===== src/rtl/trap_sequencer_pkg.sv =====
// Shared definitions for the trap sequencer.
//   state_t  : sequencer state encoding (idle, trap flush/redirect, mret flush/redirect)
//   CauseW   : width of the exception cause code carried into mcause
//   IrqCause : mcause value written for a machine timer interrupt
package trap_sequencer_pkg;

    typedef enum logic [2:0] {
        StIdle,
        StTFlush,
        StTRedir,
        StRFlush,
        StRRedir
    } state_t;

    localparam int unsigned CauseW   = 4;
    localparam logic [31:0] IrqCause = 32'h8000_0007;

endpackage


===== src/rtl/trap_sequencer.sv =====
// Trap sequencer: turns an exception, timer interrupt or MRET seen in the XB stage into a
// flush / PC-redirect sequence and produces the mepc/mcause/mtval CSR write strobe.
//
// Optional feature macro: TRAP_SEQUENCER_IRQ_EN adds the machine timer interrupt path and
// the MIE/MPIE mstatus bits.
//
// Ports
//   clk, reset                     clock, asynchronous active-high reset
//   XB_bubble, XB_pc               XB stage valid (inverted) and its PC
//   initiate_exception, exc_cause, exc_tval   exception request and its cause/trap value
//   mret                           XB instruction is MRET
//   csr_mtvec, csr_mepc            current trap vector and return PC
//   redirect_ready                 fetch accepts the redirect this cycle
//   irq_timer, irq_enable          (IRQ_EN only) timer interrupt request and enable
//   flush, stall                   pipeline kill / fetch freeze
//   redirect_valid, redirect_pc    PC redirect request
//   trap_we, trap_mepc, trap_mcause, trap_mtval   CSR write strobe and data
//   trap_count                     saturating count of traps taken
//   mstatus_mie                    (IRQ_EN only) current MIE bit
module trap_sequencer
    import trap_sequencer_pkg::*;
#(
    parameter int unsigned CNT_W = 16
) (
    input  logic              clk,
    input  logic              reset,
    input  logic              XB_bubble,
    input  logic [31:0]       XB_pc,
    input  logic              initiate_exception,
    input  logic [CauseW-1:0] exc_cause,
    input  logic [31:0]       exc_tval,
    input  logic              mret,
    input  logic [31:0]       csr_mtvec,
    input  logic [31:0]       csr_mepc,
    input  logic              redirect_ready,
`ifdef TRAP_SEQUENCER_IRQ_EN
    input  logic              irq_timer,
    input  logic              irq_enable,
    output logic              mstatus_mie,
`endif
    output logic              flush,
    output logic              stall,
    output logic              redirect_valid,
    output logic [31:0]       redirect_pc,
    output logic              trap_we,
    output logic [31:0]       trap_mepc,
    output logic [31:0]       trap_mcause,
    output logic [31:0]       trap_mtval,
    output logic [CNT_W-1:0]  trap_count
);

    state_t           state_q, state_d;
    logic [31:0]      mepc_q, mcause_q, mtval_q, redir_pc_q;
    logic [CNT_W-1:0] count_q;

    logic accept, take_exc, take_mret, take_irq, take_trap;

    // Redirect targets are word aligned; the low PC bits are intentionally dropped.
    logic unused_pc_bits;
    assign unused_pc_bits = ^{csr_mtvec[1:0], csr_mepc[1:0]};

    assign accept    = (state_q == StIdle) && !XB_bubble;
    assign take_exc  = accept && initiate_exception;
    assign take_mret = accept && !initiate_exception && mret;

`ifdef TRAP_SEQUENCER_IRQ_EN
    logic mie_q, mpie_q;

    assign take_irq = accept && !initiate_exception && !mret && irq_timer && irq_enable && mie_q;

    always_ff @(posedge clk or posedge reset) begin
        if (reset) begin
            mie_q  <= 1'b0;
            mpie_q <= 1'b1;
        end else if (take_trap) begin
            mpie_q <= mie_q;
            mie_q  <= 1'b0;
        end else if (take_mret) begin
            mie_q  <= mpie_q;
            mpie_q <= 1'b1;
        end
    end

    assign mstatus_mie = mie_q;
`else
    assign take_irq = 1'b0;
`endif

    assign take_trap = take_exc || take_irq;

    // Control outputs decode straight from state so an asynchronous reset clears them
    // immediately, without waiting for a clock edge.
    always_comb begin
        state_d        = state_q;
        flush          = 1'b0;
        stall          = 1'b0;
        redirect_valid = 1'b0;
        trap_we        = 1'b0;
        unique case (state_q)
            StIdle: begin
                if (take_trap) begin
                    state_d = StTFlush;
                end else if (take_mret) begin
                    state_d = StRFlush;
                end
            end
            StTFlush: begin
                flush   = 1'b1;
                stall   = 1'b1;
                trap_we = 1'b1;
                state_d = StTRedir;
            end
            StRFlush: begin
                flush   = 1'b1;
                stall   = 1'b1;
                state_d = StRRedir;
            end
            StTRedir, StRRedir: begin
                stall          = 1'b1;
                redirect_valid = 1'b1;
                if (redirect_ready) begin
                    state_d = StIdle;
                end
            end
            default: state_d = StIdle;
        endcase
    end

    always_ff @(posedge clk or posedge reset) begin
        if (reset) begin
            state_q    <= StIdle;
            mepc_q     <= '0;
            mcause_q   <= '0;
            mtval_q    <= '0;
            redir_pc_q <= '0;
            count_q    <= '0;
        end else begin
            state_q <= state_d;

            if (take_exc) begin
                mepc_q   <= XB_pc;
                mcause_q <= {{(32 - CauseW){1'b0}}, exc_cause};
                mtval_q  <= exc_tval;
            end else if (take_irq) begin
                mepc_q   <= XB_pc;
                mcause_q <= IrqCause;
                mtval_q  <= '0;
            end

            // mepc is captured at MRET acceptance; mtvec is sampled on the way into the
            // trap redirect and then held while fetch back-pressures.
            if (take_mret) begin
                redir_pc_q <= {csr_mepc[31:2], 2'b00};
            end else if (state_q == StTFlush) begin
                redir_pc_q <= {csr_mtvec[31:2], 2'b00};
            end

            if (take_trap && (count_q != '1)) begin
                count_q <= count_q + CNT_W'(1);
            end
        end
    end

    assign redirect_pc = redir_pc_q;
    assign trap_mepc   = mepc_q;
    assign trap_mcause = mcause_q;
    assign trap_mtval  = mtval_q;
    assign trap_count  = count_q;

endmodule


===== config.mk =====
export PLATFORM = sky130hd
export DESIGN_NAME = trap_sequencer
export DESIGN_NICKNAME = d
export VERILOG_FILES = /design/src/rtl/trap_sequencer_pkg.sv /design/src/rtl/trap_sequencer.sv
export SDC_FILE = /design/constraint.sdc
export NUM_CORES = 1
export LEC_CHECK = 0
export BUFFER_PORTS_ARGS = -buffer_cell sky130_fd_sc_hd__buf_4
export CORE_AREA = 2 2 111 113
export DETAILED_ROUTE_END_ITERATION = 7
export DIE_AREA = 0 0 113 115
export PLACE_DENSITY_LB_ADDON = 0.2
export RECOVER_POWER = 25
export SLEW_MARGIN = 20
export SYNTH_ARGS = -nofsm -noshare
export SYNTH_HDL_FRONTEND = slang
export SYNTH_SLANG_ARGS = --single-unit

===== constraint.sdc =====
create_clock -name clk -period 10.9 [get_ports clk]
set_input_delay 1.09 -clock clk [delete_from_list [all_inputs] [get_ports clk]]
set_output_delay 1.09 -clock clk [all_outputs]
set_load 0.01 [all_outputs]

Word-level counts from Yosys, hierarchy flattened. Index checks and enable logic that the tools add are counted.

Register bits after elaboration: 119. Latch bits: 0. Bits in writable memories: 0. Memory bits (read-only): 0. Input bits: 138. Output and inout bits: 148. Word-level logic and storage cells: 37. Memories kept: 0.

Add/subtract/negate cells: 1. Multiply operators: 0. Divide/modulo/power cells: 0. Order comparisons: 0. Equal/unequal tests: 7. Shift operators: 0. Mux-type cells: 10. Bitwise logic cells: 0. Reduce and logical (&&, ||, !) cells: 13.

Operators by type and width (number): $mux 32 (2); $add 16x1->16 const B (1); $ne 16x16->1 const B (1); $pmux 3 s4 (1); $mux 3 (3); $eq 3x2->1 const B (2); $logic_and 1x1->1 (5); $mux 1 (4); $reduce_or 2->1 (2); $reduce_or 4->1 (1); $eq 3x1->1 const B (1); $eq 3x3->1 const B (1); $logic_not 3->1 (1); $ne 3x3->1 const B (1); $logic_not 1->1 (2); $ne 2x2->1 const B (1); $reduce_and 2->1 (1); $reduce_bool 2->1 (1).

Longest topological paths before layout. Gate-level depths: netlist of the first run.

Word-level depth: 7. Mapped depth: 6. Gate-level depth less buffers: 5.

Worst setup path before layout of the first run. No wires, ideal clock.

Path kind: flip-flop to output port. Start point: reg state_q[2]. End point: out trap_we. Arrival time: 1.095 ns. Required time: 9.810 ns. Path slack: 8.715 ns. Stages on the path, launching flop included: 4. Path through: dfrtp_1 -> nand2b_1 -> nor2_1 -> buf_2.

Cells in the longest elaborated chain, start to end: 2.

RTL lines: start, declared (RTL line trap_sequencer.sv:52) `state_t state_q, state_d;`; start signal, assigned (RTL line trap_sequencer.sv:131) `state_q <= StIdle;`; start signal, assigned (RTL line trap_sequencer.sv:138) `state_q <= state_d;`; $eq 3x1->1 (RTL line trap_sequencer.sv:99) `unique case (state_q)`; $mux 1 (RTL line trap_sequencer.sv:99); end, declared (RTL line trap_sequencer.sv:45) `output logic trap_we,`.

Every way passes these cells.

Worst setup path after layout of the first run.
Start point: in XB_bubble. End point: reg count_q[1] (netlist: trap_count[1]).

Cells in the longest elaborated chain, start to end: 4.

RTL lines: start, declared (RTL line trap_sequencer.sv:27) `input logic XB_bubble,`; $logic_not 1->1 (RTL line trap_sequencer.sv:62) `assign accept = (state_q == StIdle) && !XB_bubble;`; $logic_and 1x1->1 (RTL line trap_sequencer.sv:62); $logic_and 1x1->1 (RTL line trap_sequencer.sv:63) `assign take_exc = accept && initiate_exception;`; $logic_and 1x1->1 (RTL line trap_sequencer.sv:158) `if (take_trap && (count_q != '1)) begin`; end signal, assigned (RTL line trap_sequencer.sv:159) `count_q <= count_q + CNT_W'(1);`; end, declared (RTL line trap_sequencer.sv:54) `logic [CNT_W-1:0] count_q;`.

Every way passes these cells. A chain may end at the register's enable or synchronous reset.

==> flow_summary.ini, run 1 <==
[routing]
drt_wl_total_um = 13100
vias_per_cell = 4.79
met2_length_um = 6830
wl_met3_um = 1480
drt_first_pass_iters = 8
num_vias = 3892
met1_length_um = 4670
remaining_drc_errors = 19
wl_per_cell_um = 16.2
ant_nets = 0
top_layer_used = met4
first_iter_violations = 176

[synth]
netlist.area_leader.share = 0.576
synth_area_leaders = dfrtp_1 58%, mux2_2 15%, mux2i_1 6.1%, buf_4 4.4%, o21ai_0 3.1%
ys_seq_elements = 117
yosysUniqueCellTypes = 33
synth_area_sq_um = 5080
synth-edff-count = 0
avgSynthCellArea_sq_um = 12.7
ys_async_sr_fraction = 1.00
synth_top_area_cell = dfrtp_1
synth_cells = 399
yosysSeqAreaShare = 0.576
synth_flop_cell = dfrtp_1
yosysWarnings = 0

[run_status]
outcome = finished, violations left
violations = DRC, capacitance limit, slew limit

[floorplan]
initial_core_util = 0.431
std_cell_rows = 40
fp.dieH_um = 115
dieArea_sq_um = 13000
die_x_um = 113
ios = 286
core_sq_um = 11800

[critical_path]
crit_type = in -> reg
endpoint_kind = flop
rr_worst_depth = 5
worstPathArrival_ns = 3.62
path_max_fanout = 60
start_kind = primary input
cp.required_ns = 11.18

[layout]
fin_nets = 792
multi_input_area_sq_um = 1930
antenna_cells = 0
area_growth_pct = 47.6
seq_area_sq_um = 2930
drive_gt1_frac = 0.508
fillers = 939
final_cells = 813

[grt]
grt_max_degree = 72
antenna_found_initial = 0
grt_pass1_wl_um = 20200
gr-usage-all-layers = 0.198
grt_pass1_vias = 4056
grt-ovfl-total = 0

[clock_network]
cts_sinks = 117
cts_buffers = 17
cts_max_level = 4
cts_tree = done
clkLatencyLatePin_ns = 0.40
postCtsSetupBuffers = 0
ctsRootBufferMaster = clkbuf_16
clk_pin_slew_ns = 0.05
clock_path_buffers = 2
hold_buffers = 0
cts_resized = 0

[sta]
fin_tns_setup_ns = 0
tightest_slew_ns = 2.02
max-slew-margin-rel = -0.353
setup_viol = 0
fin_skew_ns = 0.00673
fin_ws_ns = 7.56
period_share = 0.306
drv_slew = 48
hold_viol = 0
rsz0062_at_grt = no
finalCriticalPeriod_ns = 3.34
fmax_ghz = 0.300

[place]
placedCellCount = 781
hpwl_um = 9740
gp_congestion = 0.861
portBuffers = 251
pre_cts_slack_ns = 7.83

[power]
cellPowerDensity_nw_per_um2 = 278
switchingPower_w = 0.000657
p_leak_nw = 3.60
p_int_w = 0.00143
power_frac_clock = 0.274
combinationalPowerShare = 0.364
total_power_w = 0.00208
seqPwrFrac = 0.362
ir_drop_mv = 0.163
swShare = 0.315

[hold_path]
hold_depth = 1
hold_path.class = reg -> reg

[flow_run]
maxCapViolCount = 1
## kinds of logic (layout without fill, tap and decap cells)
group / after synthesis / count (layout) / share of synthesized area
and+or+nand+nor: 78 / 78 / 0.0817
xor gates and xnor gates: 13 / 13 / 0.0224
AOI/OAI and AO/OA: 38 / 38 / 0.0396
adders and majority gates: 1 / 1 / 0.00246
other: 1 / 30 / 0.000737
DFF: 117 / 117 / 0.576
muxes: 100 / 100 / 0.214
buffers and inverters: 51 / 289 / 0.0635
## critical path: stages
cell	delay, ns
clkbuf_4	0.11
nor4_1	0.68
nand2_1	0.57
buf_4	0.53
nor2_1	0.27
mux2_2	0.35
## cells in the final DEF (no fill, tap or decap), drive strengths merged, types with 3 or more instances in the layout
master,instances
clkbuf,46
nand3,4
nand4,6
nor3b,3
nor2,7
bufinv,3
mux2,69
nor4,5
mux2i,31
dfrtp,117
conb,30
clkinvlp,6
nand2,38
clkinv,3
buf,229
and3,3
xor2,11
nor3,6
o21ai,32
## layer usage
layer | GRT usage | vias to the layer above
met3 | 0.0896 | 9
met2 | 0.348 | 181
met1 | 0.216 | 1855
met5 | 0 | -
li1 | - | 1847
met4 | 0.0618 | 0
## sequential cells by signal, indices dropped and copies added, names as in the netlist
| name | flops |
|---|---|
| trap_count | 16 |
| state_q | 3 |
| redirect_pc | 30 |
| trap_mepc | 32 |
| trap_mtval | 32 |
| trap_mcause | 4 |
## cells in the mapped netlist, types with 2 or more instances
cell and count:
xnor2_1 2, and4_1 2, buf_2 14, dfrtp_1 117
and3_1 3, mux2_2 69, clkbuf_1 3, nor2_1 7
nand2_1 37, nand4_1 6, nand2b_1 2, nor4_1 3
nor4_4 2, nor3_1 6, nand3_1 4, inv_1 3
mux2i_1 31, o21bai_1 2, buf_4 30, o21ai_0 32
nor3b_1 2, xor2_1 11
## metrics by stage
stage	cell area, sq um	util	hold slack (ns)
finish	7500	0.635	0.503
global placement	6980	0.591	0.489
global route	7500	0.635	0.519
CTS	7600	0.644	0.507
detailed placement	6980	0.591	0.495
floorplan	5190	-	0.534
## worst paths after layout
| kind | end | slack [ns] | from |
|---|---|---|---|
| max in group asynchronous | trap_mcause[2]$_DFFE_PP0P_ | 8.02 | reset |
| min in group asynchronous | trap_mepc[29]$_DFFE_PP0P_ | 1.21 | reset |
| setup reg to reg | trap_count[1]$_DFFE_PP0P_ | 7.81 | state_q[1]$_DFFE_PP0P_ |
| hold reg to reg | trap_mtval[27]$_DFFE_PP0P_ | 0.50 | trap_mtval[27]$_DFFE_PP0P_ |
| hold / removal | trap_mtval[27]$_DFFE_PP0P_ | 0.50 | trap_mtval[27]$_DFFE_PP0P_ |
| setup / recovery | trap_count[1]$_DFFE_PP0P_ | 7.56 | XB_bubble |
## power by group through the flow
stage          Clock, W  Combinational [W]  Sequential [W]
2_1_floorplan         0           0.000292        0.000837
3_3_place_gp          0           0.000786        0.000748
3_5_place_dp          0           0.000805        0.000762
4_1_cts        0.000584           0.000808        0.000758
5_1_grt        0.000606           0.000821        0.000781
6_report       0.000571           0.000759        0.000755
## cell type report
cell class | count | share of cell area
repair buffers | 254 | 0.243
well taps | 147 | 0.0245
multi-input cells | 260 | 0.258
flip-flops and latches | 117 | 0.390
clock inverters | 11 | 0.0200
inverters | 3 | 0.00167
clock buffers | 21 | 0.0627
No activity file was read; power rests on OpenSTA's default activity.
==> run 2: changes to the inputs <==
CORE_AREA = default   (was 2 2 111 113)
CORE_MARGIN = 1   (was default)
CORE_UTILIZATION = 40   (was default)
DIE_AREA = default   (was 0 0 113 115)
clock period = 3.07 ns   (was 10.9 ns; I/O delays follow)
==> flow_summary.ini, run 2 (same netlist as run 1, synthesis figures left out) <==
[routing]
drt_wl_total_um = 12600
remaining_drc_errors = 0
ant_nets = 0
first_iter_violations = 99
drt_first_pass_iters = 4
num_vias = 3883
vias_per_cell = 4.64
wl_per_cell_um = 15.0

[layout]
layout_common_cells = 191 x buf_4, 117 x dfrtp_1, 69 x mux2_2
area_growth_pct = 46.1
antenna_cells = 0
final_cells = 837
drive_gt1_frac = 0.448
final_common_cell = buf_4
fin_nets = 795
fillers = 1089
design_area_sq_um = 7430

[flow_run]
maxCapViolCount = 0

[place]
hpwl_um = 9340
placed_area_sq_um = 7050
placedCellCount = 804
portBuffers = 251
pre_cts_slack_ns = 0.999
gp_congestion = 0.809

[sta]
setup_viol = 0
fin_skew_ns = 0.00753
drv_slew = 0
fin_ws_ns = 0.896
rsz0062_at_grt = no
fin_tns_setup_ns = 0
fmax_ghz = 0.460
finalCriticalPeriod_ns = 2.17
period_share = 0.708
tightest_slew_ns = 1.19
max-slew-margin-rel = 0.204
hold_viol = 0

[clock_network]
ctsRootBufferMaster = clkbuf_16
clock_path_buffers = 2
clk_pin_slew_ns = 0.05
clkLatencyLatePin_ns = 0.41
cts_sinks = 117
cts_buffers = 17
cts_max_level = 4
postCtsSetupBuffers = 0
cts_tree = done

[floorplan]
initial_core_util = 0.416
dieArea_sq_um = 13200
std_cell_rows = 40
fp.dieH_um = 115
core_sq_um = 12200
ios = 286
die_x_um = 115

[grt]
grt-ovfl-total = 0
antenna_found_initial = 0
gr-usage-all-layers = 0.193
grt_pass1_wl_um = 19200
grt_pass1_vias = 3842
grt_max_degree = 92

[hold_path]
hold_path.class = in -> reg

[critical_path]
path_max_fanout = 31
cp.required_ns = 2.76
endpoint_kind = primary output
worstPathArrival_ns = 1.87
start_kind = flop
crit_type = reg -> out

[power]
p_leak_nw = 3.49
total_power_w = 0.00716
cellPowerDensity_nw_per_um2 = 963
ir_drop_mv = 0.564

[run_status]
outcome = finished, final reports clean
run 2: area by class of cell:
class                      count  area (sq um)  share of cell area
clock buffer                  23           478              0.0643
clock inverter                 9           125              0.0168
inverter                       3          12.5             0.00168
multi-input combinational    260          1950               0.263
sequential                   117          2930               0.394
tap                          168           210              0.0283
timing repair buffer         257          1720               0.232
run 2: metrics by stage:
step | hold slack, ns | util
detailed placement | 0.406 | 0.577
global route | 0.0964 | 0.608
CTS | 0.0820 | 0.628
finish | 0.101 | 0.608
global placement | 0.404 | 0.577
floorplan | 0.424 | -
run 2: power by group:
group	leakage (nW)	internal [W]	switching (W)
Sequential	1.42	0.00225	0.000426
Combinational	1.78	0.00128	0.00121
Clock	0.293	0.00133	0.000661
run 2: per-layer routing:
| metal | wire [um] | part of all wire | track usage |
|---|---|---|---|
| met3 | 1280 | 0.10 | 0.0822 |
| met5 | 0 | 0 | 0 |
| met4 | 234 | 0.019 | 0.0961 |
| met1 | 4930 | 0.39 | 0.219 |
| met2 | 6130 | 0.49 | 0.315 |
run 2: path summary, 6_finish.rpt:
check | start | endpoint | slack [ns] | depth (start not counted)
min reg2reg | trap_mepc[3]$_DFFE_PP0P_ | trap_mepc[3]$_DFFE_PP0P_ | 0.50 | 1
max in group asynchronous | reset | trap_mepc[31]$_DFFE_PP0P_ | 1.40 | 4
max reg2reg | state_q[1]$_DFFE_PP0P_ | redirect_pc[12]$_DFFE_PP0P_ | 1.03 | 4
min in group asynchronous | reset | redirect_pc[19]$_DFFE_PP0P_ | 0.70 | 3
min | csr_mepc[18] | redirect_pc[18]$_DFFE_PP0P_ | 0.10 | 3
max | state_q[2]$_DFFE_PP0P_ | trap_we | 0.90 | 4
run 2: what timing repair did:
item	CTS	global route
hold endpoints to repair	26	0
gates resized for setup	0	0
hold buffers	1	0
run 2: worst max-delay path, stage by stage (launching register included):
cell      delay, ns
dfrtp_1        0.44
nand2b_1       0.25
nor2_4         0.11
buf_4          0.44
buf_4          0.22
